File: src/rtl/video_timing_monitor.sv
// Sink-side raster monitor: measures line/frame geometry per frame,
// reports stable-mode lock and loss of vsync.
module video_timing_monitor #(
  parameter int CW            = 12,
  parameter int STABLE_FRAMES = 4,
  parameter int TIMEOUT_CLKS  = 2000000,
  parameter bit SYNC_ACT_HIGH = 1'b1
) (
  input  logic          clk_sys,
  input  logic          reset_n,
  input  logic          ce_pix,
  input  logic          hblank,
  input  logic          vblank,
  input  logic          hsync,
  input  logic          vsync,
  output logic [CW-1:0] h_total,
  output logic [CW-1:0] h_active,
  output logic [CW-1:0] v_total,
  output logic [CW-1:0] v_active,
  output logic          frame_strobe,
  output logic          locked,
  output logic          no_signal
);

  localparam int TW = $clog2(TIMEOUT_CLKS + 1);
  localparam int SW = $clog2(STABLE_FRAMES + 1);
  localparam logic [CW-1:0] CMAX  = '1;
  localparam logic [TW-1:0] TLAST = TW'(TIMEOUT_CLKS - 1);
  localparam logic [SW-1:0] SMAX  = SW'(STABLE_FRAMES);

  function automatic logic [CW-1:0] sat_inc(input logic [CW-1:0] v);
    return (v == CMAX) ? v : v + 1'b1;
  endfunction

  logic          hs_prev_q, hs_prev_d, vs_prev_q, vs_prev_d;
  logic [CW-1:0] hcnt_q, hcnt_d, line_len_q, line_len_d;
  logic [CW-1:0] acnt_q, acnt_d, line_act_q, line_act_d;
  logic [CW-1:0] vcnt_q, vcnt_d, vact_q, vact_d;
  logic [CW-1:0] h_total_q, h_total_d, h_active_q, h_active_d;
  logic [CW-1:0] v_total_q, v_total_d, v_active_q, v_active_d;
  logic          arm_q, arm_d, prev_valid_q, prev_valid_d;
  logic [SW-1:0] stable_cnt_q, stable_cnt_d;
  logic [TW-1:0] tcnt_q, tcnt_d;
  logic          strobe_q, strobe_d, locked_q, locked_d;
  logic          no_signal_q, no_signal_d;
  logic          hs_n, vs_n, de, hs_e, vs_e, match;

  assign hs_n = SYNC_ACT_HIGH ? hsync : ~hsync;
  assign vs_n = SYNC_ACT_HIGH ? vsync : ~vsync;
  assign de   = ~(hblank | vblank);
  assign hs_e = ce_pix & hs_n & ~hs_prev_q;
  assign vs_e = ce_pix & vs_n & ~vs_prev_q;

  always_comb begin
    hs_prev_d    = hs_prev_q;
    vs_prev_d    = vs_prev_q;
    hcnt_d       = hcnt_q;
    line_len_d   = line_len_q;
    acnt_d       = acnt_q;
    line_act_d   = line_act_q;
    vcnt_d       = vcnt_q;
    vact_d       = vact_q;
    h_total_d    = h_total_q;
    h_active_d   = h_active_q;
    v_total_d    = v_total_q;
    v_active_d   = v_active_q;
    arm_d        = arm_q;
    prev_valid_d = prev_valid_q;
    stable_cnt_d = stable_cnt_q;
    strobe_d     = 1'b0;
    locked_d     = locked_q;
    no_signal_d  = no_signal_q;
    match        = 1'b0;
    tcnt_d       = (tcnt_q == TLAST) ? tcnt_q : tcnt_q + 1'b1;

    if (ce_pix) begin
      hs_prev_d = hs_n;
      vs_prev_d = vs_n;
      if (hs_e) begin
        line_len_d = hcnt_q;
        hcnt_d     = {{(CW-1){1'b0}}, 1'b1};
        if (acnt_q != '0) begin
          line_act_d = acnt_q;
          vact_d     = sat_inc(vact_q);
        end
        acnt_d = '0;
        vcnt_d = sat_inc(vcnt_q);
      end else begin
        hcnt_d = sat_inc(hcnt_q);
        if (de) acnt_d = sat_inc(acnt_q);
      end
    end

    // A coincident hsync edge is already folded into the *_d values
    // above, so that line belongs to the frame being closed.
    if (vs_e) begin
      tcnt_d      = '0;
      no_signal_d = 1'b0;
      if (arm_q) begin
        h_total_d  = line_len_d;
        h_active_d = line_act_d;
        v_total_d  = vcnt_d;
        v_active_d = vact_d;
        strobe_d   = 1'b1;
        match = prev_valid_q &&
                ({h_total_d, h_active_d, v_total_d, v_active_d} ==
                 {h_total_q, h_active_q, v_total_q, v_active_q});
        if (!match)                   stable_cnt_d = {{(SW-1){1'b0}}, 1'b1};
        else if (stable_cnt_q != SMAX) stable_cnt_d = stable_cnt_q + 1'b1;
        prev_valid_d = 1'b1;
        locked_d     = (stable_cnt_d == SMAX);
      end
      arm_d  = 1'b1;
      vcnt_d = '0;
      vact_d = '0;
    end else if (tcnt_q == TLAST) begin
      no_signal_d  = 1'b1;
      locked_d     = 1'b0;
      stable_cnt_d = '0;
      arm_d        = 1'b0;
      prev_valid_d = 1'b0;
    end
  end

  always_ff @(posedge clk_sys or negedge reset_n) begin
    if (!reset_n) begin
      hs_prev_q    <= 1'b0;
      vs_prev_q    <= 1'b0;
      hcnt_q       <= '0;
      line_len_q   <= '0;
      acnt_q       <= '0;
      line_act_q   <= '0;
      vcnt_q       <= '0;
      vact_q       <= '0;
      h_total_q    <= '0;
      h_active_q   <= '0;
      v_total_q    <= '0;
      v_active_q   <= '0;
      arm_q        <= 1'b0;
      prev_valid_q <= 1'b0;
      stable_cnt_q <= '0;
      tcnt_q       <= '0;
      strobe_q     <= 1'b0;
      locked_q     <= 1'b0;
      no_signal_q  <= 1'b0;
    end else begin
      hs_prev_q    <= hs_prev_d;
      vs_prev_q    <= vs_prev_d;
      hcnt_q       <= hcnt_d;
      line_len_q   <= line_len_d;
      acnt_q       <= acnt_d;
      line_act_q   <= line_act_d;
      vcnt_q       <= vcnt_d;
      vact_q       <= vact_d;
      h_total_q    <= h_total_d;
      h_active_q   <= h_active_d;
      v_total_q    <= v_total_d;
      v_active_q   <= v_active_d;
      arm_q        <= arm_d;
      prev_valid_q <= prev_valid_d;
      stable_cnt_q <= stable_cnt_d;
      tcnt_q       <= tcnt_d;
      strobe_q     <= strobe_d;
      locked_q     <= locked_d;
      no_signal_q  <= no_signal_d;
    end
  end

  assign h_total      = h_total_q;
  assign h_active     = h_active_q;
  assign v_total      = v_total_q;
  assign v_active     = v_active_q;
  assign frame_strobe = strobe_q;
  assign locked       = locked_q;
  assign no_signal    = no_signal_q;

endmodule

File: config.mk
export PLATFORM = sky130hd
export DESIGN_NAME = video_timing_monitor
export DESIGN_NICKNAME = d
export VERILOG_FILES = /design/src/rtl/video_timing_monitor.sv
export SDC_FILE = /design/constraint.sdc
export NUM_CORES = 1
export LEC_CHECK = 0
export ABC_AREA = 1
export CAP_MARGIN = 20
export CORE_MARGIN = 1
export CORE_UTILIZATION = 30
export DETAILED_ROUTE_END_ITERATION = 10
export GPL_TIMING_DRIVEN = 0
export MAX_ROUTING_LAYER = met4
export PLACE_DENSITY = 0.54
export SKIP_LAST_GASP = 1
export SLEW_MARGIN = 0
export SYNTH_ARGS = -nofsm -noshare
export SYNTH_HDL_FRONTEND = slang
export SYNTH_SLANG_ARGS = --single-unit
File: constraint.sdc
create_clock -name clk_sys -period 3.04 [get_ports clk_sys]
set_input_delay 0.76 -clock clk_sys [delete_from_list [all_inputs] [get_ports clk_sys]]
set_output_delay 0.76 -clock clk_sys [all_outputs]
set_load 0.1 [all_outputs]
-- Yosys cells after proc, flatten, opt, wreduce, memory -nomap -nowiden
Cells that the tools add are included.
Widths: inputs -> output; s select.
- register bits: 151
- word-level logic and storage cells: 90
- $add $sub $neg: 6
- eq/ne operators: 13
- muxes and demuxes: 38
- bitwise gates (word level): 7
- reduce and logical (&&, ||, !) cells: 7
- operators by type and width (kind ; number):
    $mux 12 ; 19
    $add 12x1->12 const B ; 4
    $eq 12x12->1 const B ; 4
    $eq 48x48->1 ; 1
    $mux 21 ; 2
    $add 21x1->21 const B ; 1
    $eq 21x21->1 const B ; 1
    $mux 3 ; 7
    $reduce_bool 12->1 ; 1
    $mux 1 ; 10
    $ne 2x2->1 const B ; 5
    $reduce_and 2->1 ; 3
    $and 1x1->1 ; 4
    $add 3x1->3 const B ; 1
    $eq 3x3->1 const B ; 1
    $ne 3x3->1 const B ; 1
    $reduce_and 3->1 ; 1
    $not 1->1 ; 2
    $reduce_bool 2->1 ; 1
    $logic_and 1x1->1 ; 1
    $or 1x1->1 ; 1

-- Longest topological paths before layout
- depth in word-level cells: 13
- depth in mapped cells: 19
- depth with buffers taken out: 19

-- Worst setup path after synthesis
Ideal clock, no wire load.
- kind: input to register
- from: input ce_pix
- to: register locked_q, in the netlist locked
- setup time: 68 ps
- data arrival time: 2227 ps
- data required time: 2972 ps
- slack: 745 ps
- stages on the path: 16
- buffers on the path: 2
- cells stage by stage: nand2_2 -> nor2_4 -> buf_4 -> buf_2 -> nand3_1 -> nand3_1 -> nand2_1 -> nor2_1 -> nand2_1 -> nor2_1 -> nand2_1 -> nor2_1 -> nand4_1 -> nor2_1 -> nand2_1 -> nand2_1
- cells in the longest elaborated chain, start to end: 12
- elaborated cells on any way between the ends: 23
- ends and longest elaborated chain (element ; RTL line ; RTL):
    start: declaration ; 11 ; input logic ce_pix,
    $and 1x1->1 (2 in series) ; 51 ; assign hs_e = ce_pix & hs_n & ~hs_prev_q;
    $mux 12 ; 79 ; if (hs_e) begin
    $mux 12 ; 76 ; if (ce_pix) begin
    $eq 48x48->1 ; 106 ; ({h_total_d, h_active_d, v_total_d, v_active_d} ==
    $logic_and 1x1->1 ; 105 ; match = prev_valid_q &&
    $mux 3 ; 108 ; if (!match) stable_cnt_d = {{(SW-1){1'b0}}, 1'b1};
    $mux 3 ; 99 ; if (arm_q) begin
    $mux 3 ; 96 ; if (vs_e) begin
    $eq 3x3->1 ; 111 ; locked_d = (stable_cnt_d == SMAX);
    $mux 1 ; 99 ;
    $mux 1 ; 96 ;
    end signal: assignment ; 164 ; locked_q <= locked_d;
    end: declaration ; 44 ; logic strobe_q, strobe_d, locked_q, locked_d;
Several ways; a longest one is shown, not always the timed one. The select of a mux whose other input is x is not followed.
A chain may end at the register's enable or synchronous reset.

-- Worst setup path after layout
- from: input vsync
- to: register v_active_q[9], in the netlist v_active[9]
- cells in the longest elaborated chain, start to end: 3
- ends and longest elaborated chain (element ; RTL line ; RTL):
    start: declaration ; 15 ; input logic vsync,
    $and 1x1->1 (2 in series) ; 52 ; assign vs_e = ce_pix & vs_n & ~vs_prev_q;
    $reduce_and 2->1 (no source line) ; -- ;
    end signal: assignment ; 158 ; v_active_q <= v_active_d;
    end: declaration ; 40 ; logic [CW-1:0] v_total_q, v_total_d, v_active_q, v_active_d;
Every way passes these cells.

==> results_dict.tcl <==
set metrics [dict create \
    syn-num-nets 1129 \
    cp-start-kind "input pin" \
    wl_mm 23.3 \
    core_um2 26300 \
    yosys-top-cells-area "dfrtp_1 (47%), nand2_1 (16%), nand3_1 (6.8%)" \
    swShare 0.438 \
    yosys.area_share.simple 0.339 \
    fin_crit_sh 0.932 \
    first_global_vias 7003 \
    maxSlewHeadroom 0.341 \
    vias 7414 \
    clk_latency_ps 430 \
    holdWs_ps 222 \
    die_h_um 166 \
    max_freq_mhz 353 \
    power.share.sequential 0.347 \
    tightestPinTransition_ps 986 \
    drv_cap 0 \
    setup_viol 0 \
    cp_data_arrival_time_ps 3130 \
    ys_ff_latch 151 \
    track_usage 0.182 \
    antennaDiodeCount 0 \
    synth.largest_area_cell "dfrtp_1" \
    drtIter0Drc 483 \
    ant_nets 0 \
    die_w_um 166 \
    start_util 0.308 \
    clockPowerShare 0.281 \
    htree_levels 4 \
    synth-seq-area-share 0.466 \
    fin_util 0.372 \
    synth-compound-area-share 0.0876 \
    muxShareOfSynthArea 0 \
    fillers 2760 \
    nNetsFinal 1208 \
    synthToLayoutAreaGrowth_pct 20.6 \
    yosysTopAreaCellShare 0.466 \
    seq_area_um2 3780 \
    avgSynthCellArea_um2 7.27 \
    ir_drop_mv 0.400 \
    synth_top_family_by_area "simple AND/OR/NAND/NOR gates" \
    dp_hpwl_mm 16.8 \
    status "finished with violations" \
    viasPerCell 4.81 \
    cts-root-buf "clkbuf_16" \
    ys_types 39 \
    synth_area_um2 8100 \
    gr-total-overflow 0 \
    design.die.area_um2 27700 \
    drv_slew 0 \
    critPathRequiredTime_ps 3340 \
    clockBufferDepth 2 \
    yosys.area_share.adder 0.0124 \
    grt_pass1_wl_mm 38.0 \
    ys_warn_count 0 \
    gp_congestion 0.901 \
    cts_buffers 17 \
    crit_fanout 10 \
    grt_max_degree 102 \
    hold_viol 0 \
    numClockSinks 151 \
    violations "design-rule violations" \
    hp-class "in2async" \
    final_cell_mix "nand2_1 (352), dfrtp_1 (151), inv_1 (129)" \
    min_period_ps 2830 \
    switchingPower_mw 3.26 \
    reg2reg_depth 18 \
    power_density_nw_per_um2 763 \
    intPower_mw 4.19 \
    rr_startpoint "acnt_q[1]" \
    critical_path_class "in2reg" \
    p_comb_frac 0.372 \
    cts_tree "done" \
    multi_input_area_um2 3720 \
    r2r-end "locked" \
    synth-xor-area-share 0.0141 \
    hold_buffers 0 \
    layout_commonest_cell "nand2_1" \
    clkTransAtPathRegs_ps 70 \
    rows 59 \
    drcViolationCount 4 \
    port_buffers 57 \
    antenna_found_initial 0 \
    drive_gt1_frac 0.0672 \
    avgRoutedWirePerCell_um 15.1 \
    endpoint_kind "flop" \
    skew_ps 12.2 \
    firstDrtPassIters 10 \
    ios 58 \
    p_leak_nw 4.63 \
    reg2reg_setup_slack_ps 270 \
    syn-instance-count 1114 \
]
critical path: stages:
cell and delay [ps]:
clkdlybuf4s50_1 450, nand2_1 80, nor2_1 190, inv_2 130
nor2_1 530, clkbuf_2 420, clkbuf_2 420, o21ai_0 140
through the flow:
stage                     std cells  total power, mW  setup TNS, ps  instance area, µm²  setup slack (ps)
after floorplan                1114             4.59              0                8100               745
after global placement         1506             5.33        -861270                9090             -5420
after detailed placement       1507             5.35         -47050                9120              -994
after CTS                      1541             7.47          -16.4                9730             -16.4
after global routing           1541             7.86          -1.30                9770             -1.30
final                          1541             7.45              0                9770               207
layout make-up:
type / count / area share
Clock buffer: 18 / 0.0439
Timing Repair Buffer: 60 / 0.0630
Multi-Input combinational cell: 801 / 0.381
Inverter: 134 / 0.0515
Buffer: 28 / 0.0172
Tap cell: 335 / 0.0429
Sequential cell: 151 / 0.387
Clock inverter: 14 / 0.0138
worst max-delay path by stage:
stage | start | endpoint | slack, ps | depth (start not counted)
6_report | vsync | v_active[9] | 210 | 8
5_1_grt | acnt_q[0] | locked | -1 | 18
4_1_cts | hsync | locked | -20 | 17
3_5_place_dp | ce_pix | h_active[10] | -990 | 9
3_3_place_gp | reset_n | line_act_q[9] | -5420 | 1
2_1_floorplan | ce_pix | locked | 750 | 16
routing by layer:
layer  track usage  vias up  share of wire
met5             -        -              0
met4        0.0427        0         0.0085
met3        0.0310       19          0.035
met2         0.265      142           0.43
met1         0.261     3520           0.52
li1              -     3733              -
cells in the mapped netlist:
cell,instances
inv_1,129
clkbuf_1,14
nand2_2,2
nor3_1,24
or2_2,3
buf_4,3
nor4_1,2
inv_2,2
o21ai_1,8
buf_6,4
nor2_2,3
and3_1,1
nand2_1,352
buf_2,5
buf_1,2
xnor2_1,3
nor2_1,117
clkinv_1,3
nand2_4,1
o22ai_1,1
nor2_4,2
nand4_1,16
dfrtp_1,151
o31ai_1,1
ha_1,8
nor3b_1,1
o21ai_0,78
nand3b_1,11
o21bai_1,1
o211ai_1,2
a211oi_1,3
o211a_1,1
a21oi_2,3
a21oi_1,31
o21a_1,3
a31oi_1,1
xor2_1,10
nand3_1,110
nand3_2,2
registers in the layout, indices dropped and copies added (netlist names):
register,cells
h_total,12
vact_q,12
locked,1
vs_prev_q,1
line_len_q,12
prev_valid_q,1
no_signal,1
vcnt_q,12
line_act_q,12
tcnt_q,21
acnt_q,12
stable_cnt_q,3
arm_q,1
hs_prev_q,1
v_active,12
frame_strobe,1
hcnt_q,12
v_total,12
h_active,12
cell families after synthesis:
| logic type | Yosys count |
|---|---|
| adder cells (fa/ha/maj) | 8 |
| AO/OA/AOI/OAI | 133 |
| flip-flops | 151 |
| buffers and inverters | 162 |
| XOR/XNOR | 13 |
| AND/OR/NAND/NOR | 647 |
repair_timing:
action,CTS,global route
setup endpoints to repair,39,11
pin swaps,3,4
cloned,0,0
buffers inserted,2,0
gates resized for setup,11,14
power by group through the flow:
stage | Combinational (mW) | Sequential [mW] | Clock [mW]
CTS | 2.76 | 2.58 | 2.13
finish | 2.77 | 2.59 | 2.09
global placement | 2.71 | 2.62 | 0
global route | 3.01 | 2.63 | 2.22
detailed placement | 2.73 | 2.62 | 0
floorplan | 1.06 | 3.53 | 0
Power figures use the tool's default switching activity.
